==> src/rtl/uart_rx_frame.sv <==
// UART receive framer: oversampled start detect, LSB-first shift, parity
// hand-off to an external checker, stop-bit check and per-frame flags.
//
// Ports:
//   clk, rst           clock, async active-high reset
//   baud_tick          OVERSAMPLE x baud enable
//   rx                 serial line (async, idles high)
//   parity_en          frame carries a parity bit (latched at start)
//   parity_bit_error   checker verdict, captured while parity_load is high
//   parity_load        one-cycle strobe to the checker
//   rx_bit             sampled parity bit for the checker
//   parallel_out       received word
//   data_valid         one-cycle frame-complete pulse
//   parity_error       parity verdict, valid with data_valid
//   frame_error        stop bit sampled low, valid with data_valid
//   busy               not idle

`ifndef DATA_WIDTH
`define DATA_WIDTH 8
`endif

module uart_rx_frame #(
  parameter int DATA_WIDTH = `DATA_WIDTH,
  parameter int OVERSAMPLE = 16
) (
  input  logic                  clk,
  input  logic                  rst,
  input  logic                  baud_tick,
  input  logic                  rx,
  input  logic                  parity_en,
  input  logic                  parity_bit_error,
  output logic                  parity_load,
  output logic                  rx_bit,
  output logic [DATA_WIDTH-1:0] parallel_out,
  output logic                  data_valid,
  output logic                  parity_error,
  output logic                  frame_error,
  output logic                  busy
);

  localparam int TW = $clog2(OVERSAMPLE);
  localparam int BW = $clog2(DATA_WIDTH + 1);

  localparam logic [TW-1:0] TICK_MID  = TW'(OVERSAMPLE / 2 - 1);
  localparam logic [TW-1:0] TICK_LAST = TW'(OVERSAMPLE - 1);
  localparam logic [BW-1:0] BIT_LAST  = BW'(DATA_WIDTH - 1);

  typedef enum logic [2:0] {
    S_IDLE,
    S_START,
    S_DATA,
    S_PARITY,
    S_STOP
  } state_e;

  state_e state_q, state_d;

  logic rx_meta_q, rx_s_q, rx_d_q;

  logic [TW-1:0]         tick_cnt_q, tick_cnt_d;
  logic [BW-1:0]         bit_cnt_q, bit_cnt_d;
  logic                  par_flag_q, par_flag_d;
  logic                  par_on_q, par_on_d;
  logic [DATA_WIDTH-1:0] shift_q, shift_d;
  logic                  rx_bit_q, rx_bit_d;
  logic                  load_q, load_d;
  logic                  valid_q, valid_d;
  logic                  perr_q, perr_d;
  logic                  ferr_q, ferr_d;

  logic sample;
  logic start_edge;

  // Synchronizer and edge-detect flops idle high like the line.
  always_ff @(posedge clk or posedge rst) begin
    if (rst) begin
      rx_meta_q <= 1'b1;
      rx_s_q    <= 1'b1;
      rx_d_q    <= 1'b1;
    end else begin
      rx_meta_q <= rx;
      rx_s_q    <= rx_meta_q;
      rx_d_q    <= rx_s_q;
    end
  end

  assign sample     = baud_tick && (tick_cnt_q == TICK_LAST);
  assign start_edge = rx_d_q && !rx_s_q;

  always_comb begin
    state_d    = state_q;
    tick_cnt_d = tick_cnt_q;
    bit_cnt_d  = bit_cnt_q;
    par_flag_d = par_flag_q;
    par_on_d   = par_on_q;
    shift_d    = shift_q;
    rx_bit_d   = rx_bit_q;
    load_d     = 1'b0;
    valid_d    = 1'b0;
    perr_d     = perr_q;
    ferr_d     = ferr_q;

    // Checker answers combinationally during the strobe cycle.
    if (load_q) begin
      par_flag_d = parity_bit_error;
    end

    unique case (state_q)
      S_IDLE: begin
        if (start_edge) begin
          state_d    = S_START;
          tick_cnt_d = '0;
          bit_cnt_d  = '0;
          par_flag_d = 1'b0;
          par_on_d   = parity_en;
        end
      end
      S_START: begin
        if (baud_tick) begin
          if (tick_cnt_q == TICK_MID) begin
            tick_cnt_d = '0;
            state_d    = rx_s_q ? S_IDLE : S_DATA;
          end else begin
            tick_cnt_d = tick_cnt_q + TW'(1);
          end
        end
      end
      S_DATA: begin
        if (sample) begin
          tick_cnt_d = '0;
          shift_d    = {rx_s_q, shift_q[DATA_WIDTH-1:1]};
          bit_cnt_d  = bit_cnt_q + BW'(1);
          if (bit_cnt_q == BIT_LAST) begin
            state_d = par_on_q ? S_PARITY : S_STOP;
          end
        end else if (baud_tick) begin
          tick_cnt_d = tick_cnt_q + TW'(1);
        end
      end
      S_PARITY: begin
        if (sample) begin
          tick_cnt_d = '0;
          rx_bit_d   = rx_s_q;
          load_d     = 1'b1;
          state_d    = S_STOP;
        end else if (baud_tick) begin
          tick_cnt_d = tick_cnt_q + TW'(1);
        end
      end
      S_STOP: begin
        if (sample) begin
          tick_cnt_d = '0;
          valid_d    = 1'b1;
          ferr_d     = !rx_s_q;
          perr_d     = par_flag_q;
          state_d    = S_IDLE;
        end else if (baud_tick) begin
          tick_cnt_d = tick_cnt_q + TW'(1);
        end
      end
      default: begin
        state_d = S_IDLE;
      end
    endcase
  end

  always_ff @(posedge clk or posedge rst) begin
    if (rst) begin
      state_q    <= S_IDLE;
      tick_cnt_q <= '0;
      bit_cnt_q  <= '0;
      par_flag_q <= 1'b0;
      par_on_q   <= 1'b0;
      shift_q    <= '0;
      rx_bit_q   <= 1'b0;
      load_q     <= 1'b0;
      valid_q    <= 1'b0;
      perr_q     <= 1'b0;
      ferr_q     <= 1'b0;
    end else begin
      state_q    <= state_d;
      tick_cnt_q <= tick_cnt_d;
      bit_cnt_q  <= bit_cnt_d;
      par_flag_q <= par_flag_d;
      par_on_q   <= par_on_d;
      shift_q    <= shift_d;
      rx_bit_q   <= rx_bit_d;
      load_q     <= load_d;
      valid_q    <= valid_d;
      perr_q     <= perr_d;
      ferr_q     <= ferr_d;
    end
  end

  assign parity_load  = load_q;
  assign rx_bit       = rx_bit_q;
  assign parallel_out = shift_q;
  assign data_valid   = valid_q;
  assign parity_error = perr_q;
  assign frame_error  = ferr_q;
  assign busy         = (state_q != S_IDLE);

endmodule
==> config.mk <==
export PLATFORM = sky130hd
export DESIGN_NAME = uart_rx_frame
export DESIGN_NICKNAME = d
export VERILOG_FILES = /design/src/rtl/uart_rx_frame.sv
export SDC_FILE = /design/constraint.sdc
export NUM_CORES = 1
export LEC_CHECK = 0
export BUFFER_PORTS_ARGS = -buffer_cell sky130_fd_sc_hd__buf_4
export CAP_MARGIN = 20
export CELL_PAD_IN_SITES_DETAIL_PLACEMENT = 1
export CELL_PAD_IN_SITES_GLOBAL_PLACEMENT = 1
export CORE_ASPECT_RATIO = 1.75
export CORE_MARGIN = 1.5
export CORE_UTILIZATION = 48
export DETAILED_ROUTE_END_ITERATION = 8
export GPL_TIMING_DRIVEN = 0
export PLACE_DENSITY = 0.81
export SLEW_MARGIN = 20
export SYNTH_ARGS = -nofsm -noshare
export SYNTH_HDL_FRONTEND = slang
export SYNTH_SLANG_ARGS = --single-unit
export TNS_END_PERCENT = 50
==> constraint.sdc <==
create_clock -name clk -period 3.06 [get_ports clk]
set_input_delay 0.153 -clock clk [delete_from_list [all_inputs] [get_ports clk]]
set_output_delay 0.153 -clock clk [all_outputs]
set_load 0.02 [all_outputs]
Word-level counts from Yosys, hierarchy flattened

Cells that the tools add are included.

Input port bits: 6
Register bits: 29
Output and inout bits: 14
Word-level logic and storage cells: 70

$add $sub $neg: 2
Reductions and logical operators: 15
Equality and inequality tests: 15
Muxes and demuxes: 24

Operator list:

| kind                  | count |
|---|---|
| $mux W3               | 8 |
| $mux W4               | 6 |
| $pmux W3 S5           | 1 |
| $ne A2 B2 Y1 const B  | 7 |
| $pmux W4 S3           | 1 |
| $add A4 B1 Y4 const B | 2 |
| $eq A4 B3 Y1 const B  | 2 |
| $pmux W4 S2           | 1 |
| $reduce_and A2 Y1     | 4 |
| $reduce_and A7 Y1     | 1 |
| $eq A3 B2 Y1 const B  | 2 |
| $mux W1               | 6 |
| $reduce_bool A3 Y1    | 2 |
| $eq A4 B4 Y1 const B  | 1 |
| $reduce_and A4 Y1     | 1 |
| $eq A3 B1 Y1 const B  | 1 |
| $eq A3 B3 Y1 const B  | 1 |
| $logic_not A3 Y1      | 1 |
| $ne A3 B1 Y1 const B  | 1 |
| $reduce_and A3 Y1     | 1 |
| $reduce_or A3 Y1      | 1 |
| $logic_and A1 B1 Y1   | 2 |
| $mux W2               | 1 |
| $reduce_bool A2 Y1    | 1 |
| $logic_not A1 Y1      | 1 |

Logic depth before layout (Yosys ltp)

Word-level depth: 4
Gate-level depth with buffers: 6
Mapped depth without buffers: 5

Worst setup path after synthesis

OpenSTA, ideal clock, no wires.

Path type: reg2reg
Start point: register tick_cnt_q[0]
End point: register shift_q[0], in the netlist parallel_out[0]
Required time: 2.935 ns
Arrival: 1.438 ns
Stages on the path, launching flop included: 6
Clock period less this slack: 1.563 ns
Path slack: 1.497 ns
Library setup time: 0.125 ns
Buffers on the path: 1
Cells stage by stage: dfrtp_1 ha_1 and4_1 clkbuf_2 nand2_2 mux2_2

Word-level cells in the longest chain between the ends: 3

RTL lines:

| item                               | RTL line | text |
|---|---|---|
| from (decl)                        | 60       | `logic [TW-1:0] tick_cnt_q, tick_cnt_d;` |
| from (signal assigned)             | 182      | `tick_cnt_q <= tick_cnt_d;` |
| $eq A4 B4 Y1                       | 87       | `assign sample = baud_tick && (tick_cnt_q == TICK_LAST);` |
| $logic_and A1 B1 Y1                | 87       |  |
| $reduce_and A2 Y1 (no source line) | -        |  |
| to (signal assigned)               | 186      | `shift_q <= shift_d;` |
| to (decl)                          | 64       | `logic [DATA_WIDTH-1:0] shift_q, shift_d;` |

No other way between the ends.
A chain may end at the register's enable or synchronous reset.

Final worst setup path

Same ends and word-level chain as after synthesis.

==> impl_metrics.env <==
export IMPL_p_sw_uw=478.0
export IMPL_leakage_nw=0.8331
export IMPL_synthArstFlopShare_pct=100.0
export IMPL_drive_above_1_share_pct=39.58
export IMPL_maxSlewViolCount=0
export IMPL_period_share_pct=56.96
export IMPL_finalCoreUtilization_pct=61.56
export IMPL_maxCapViolCount=0
export IMPL_vias_per_cell=5.889
export IMPL_intPower_uw=813.5
export IMPL_synth_fp_nets=123
export IMPL_min_period_ns=1.743
export IMPL_coreArea_um2=2721
export IMPL_rrSetupSlack_ns=1.32
export IMPL_grt_ovfl_total=0
export IMPL_p_sw_share_pct=37.01
export IMPL_clkTransAtPathRegs_ns=0.06
export IMPL_crit_chain="ha_1 > and4_1 > clkbuf_2 > nand2_2 > mux2_2"
export IMPL_io_pins=20
export IMPL_timing_fmax_mhz=573.8
export IMPL_insertion_delay_ns=0.28
export IMPL_synth_edff_count=0
export IMPL_critPathTopFamily="simple AND/OR/NAND/NOR gates"
export IMPL_pwr_share_seq_pct=38.3
export IMPL_cts_buffers=5
export IMPL_dp_hpwl_mm=2.213
export IMPL_yosysMostFrequentCell="dfrtp_1"
export IMPL_yosysUniqueCellTypes=45
export IMPL_cts_tree="built"
export IMPL_ys_ff_latch=29
export IMPL_post_place_ws_ns=1.319
export IMPL_track_usage_pct=23.26
export IMPL_n_antenna_cell=0
export IMPL_setup_viol_count_final=0
export IMPL_cts_buffer_depth=2
export IMPL_chipWidth_um=43.72
export IMPL_pwr_share_comb_pct=38.2
export IMPL_wire_per_inst_um=18.19
export IMPL_row_count=25
export IMPL_grt_pass1_wl_mm=5.430
export IMPL_crit_required_ns=3.23
export IMPL_startpoint_type="register"
export IMPL_setup_slack_ns=1.317
export IMPL_cts_root_buffer="clkbuf_8"
export IMPL_synthCells=115
export IMPL_place_gp_congestion=0.7715
export IMPL_hold_violations=0
export IMPL_vdd_drop_max_v=0.0003684
export IMPL_grt_max_degree=30
export IMPL_synth_top_cell_area_share_pct=46.72
export IMPL_drtIter0Drc=7
export IMPL_cp_buffers_inverters=1
export IMPL_postRouteAntennaNets=0
export IMPL_synth_top_flop_cell="dfrtp_1"
export IMPL_first_pass_iters=3
export IMPL_max_slew_margin_pct=59.11
export IMPL_synthTopCellsByCount="dfrtp_1, mux2_2, nand2_1"
export IMPL_htree_num_levels=2
export IMPL_rsz0062_at_grt="false"
export IMPL_cp_arrival_ns=1.91
export IMPL_ys_warnings_count=0
export IMPL_final_nets=151
export IMPL_die_area_um2=3246
export IMPL_antenna_found_initial=0
export IMPL_p_clk_share_pct=23.6
export IMPL_avgSynthCellArea_um2=12.11
export IMPL_worst_path_max_fanout=9
export IMPL_cts_setup_buffers=0
export IMPL_yosys_area_top_type="dfrtp_1"
export IMPL_port_buffers=19
export IMPL_final_setup_tns_ns=0
export IMPL_critPathKind="reg2reg"
export IMPL_tightest_slew_ns=0.6125
export IMPL_route_vias_total=1007
export IMPL_cpMaxStageDelayCell="dfrtp_1"
export IMPL_skew_ns=0.001514
export IMPL_power_density_nw_per_um2=770.9
export IMPL_synthesis_area_um2=1393
export IMPL_initial_core_util_pct=51.17
export IMPL_area_delta_synth_final_pct=20.31
export IMPL_cts_sinks=29
export IMPL_seq_area_frac_synth_pct=52.38
export IMPL_fp_dieH_um=74.26
export IMPL_finalWirelength_mm=3.111
export IMPL_outcome="complete, no violations"
export IMPL_grt_pass1_vias=1170
export IMPL_route_detailed_drc=0
export IMPL_max_stage_delay_ns=0.41
export IMPL_worstHoldPathType="in2reg"
export IMPL_end_kind="register"
export IMPL_ys_top_cells_by_area="dfrtp_1, mux2_2, dfstp_2"
==> logic make-up (layout without fill, tap and decap cells) <==
| family | count (synthesis) | in the layout | share of synthesized area [%] |
|---|---|---|---|
| simple gates | 38 | 38 | 18.06 |
| flops | 29 | 29 | 52.38 |
| compound gates | 22 | 22 | 12.04 |
| mux | 13 | 13 | 10.60 |
| buf+inv | 9 | 38 | 3.863 |
| fa+ha+maj | 2 | 2 | 1.797 |
| xor+xnor | 2 | 2 | 1.258 |
==> power groups by stage <==
| stage | sequential (mW) | clock (mW) | combinational [mW] |
|---|---|---|---|
| final | 0.494 | 0.305 | 0.493 |
| after CTS | 0.494 | 0.314 | 0.497 |
| after global routing | 0.501 | 0.323 | 0.548 |
| after global placement | 0.494 | 0 | 0.477 |
| after detailed placement | 0.501 | 0 | 0.492 |
| after floorplan | 0.488 | 0 | 0.379 |
==> layout by cell type (no fill, tap or decap), types with 2 or more instances in the layout <==
cell	n
nor3b_4	2
mux2_2	9
clkinv_2	2
nor3b_1	2
nor2b_1	2
nand4_1	2
clkbuf_8	5
o21ai_1	2
nand2_1	6
nand3_1	4
mux2i_1	2
and3_1	2
inv_1	3
a21o_1	3
o211ai_1	2
o21ai_0	4
dfrtp_1	26
dlygate4sd3_1	2
buf_4	22
a211oi_1	2
nor2_1	5
nand3b_1	2
dfstp_2	3
xor2_1	2
or3_1	2
ha_1	2
==> flip-flops by register name (all words and copies together) (netlist names), 3 cells and up <==
name          count
state_q           3
parallel_out      8
tick_cnt_q        4
bit_cnt_q         4
==> per-stage QoR <==
| stage | hold slack, ns | std cells | power [mW] | area [um2] |
|---|---|---|---|---|
| 2_1_floorplan | 0.1575 | 115 | 0.8674 | 1393 |
| 3_3_place_gp | 0.2620 | 161 | 0.9713 | 1569 |
| 3_5_place_dp | 0.2624 | 161 | 0.9926 | 1569 |
| 4_1_cts | 0.08734 | 170 | 1.305 | 1665 |
| 5_1_grt | 0.1360 | 171 | 1.372 | 1675 |
| 6_report | 0.09706 | 171 | 1.292 | 1675 |
==> final timing paths <==
check / from / end / depth (start not counted)
min in group asynchronous: rst / parallel_out[7] / 3
hold reg to reg: rx_meta_q / rx_s_q / 0
max in group asynchronous: rst / state_q[0] / 3
setup reg to reg: tick_cnt_q[0] / parallel_out[0] / 5
setup / recovery: tick_cnt_q[0] / parallel_out[0] / 5
hold / removal: parity_en / par_on_q / 3
==> area by class of cell <==
cell class	count	area [um2]
Inverter	4	15.01
Timing Repair Buffer	21	162.7
Multi-Input combinational cell	77	609.3
Fill cell	294	1046
Clock buffer	5	68.82
Tap cell	27	33.78
Clock inverter	3	17.52
Buffer	5	38.79
Sequential cell	29	729.5
==> routing by layer <==
metal  track usage, %  vias to the layer above  wire length, um
li1                 -                      470                -
met1            22.35                      511             1065
met2            42.81                       17             1848
met3            7.039                        9              113
met4            12.12                        0               82
met5                0                        -                0
==> worst register-to-register path: cells and delay by family (launching register included) <==
kind	cells	cell delay, ns
and+or+nand+nor	2	0.41
DFF	1	0.41
muxes	1	0.37
adders and majority gates	1	0.27
buffers and inverters	1	0.17
==> what timing repair did <==
action	in CTS	in global routing
resized for setup	0	0
hold buffers	1	1
hold endpoints to repair	1	9
Note: power is estimated with default switching activity, not from simulation.
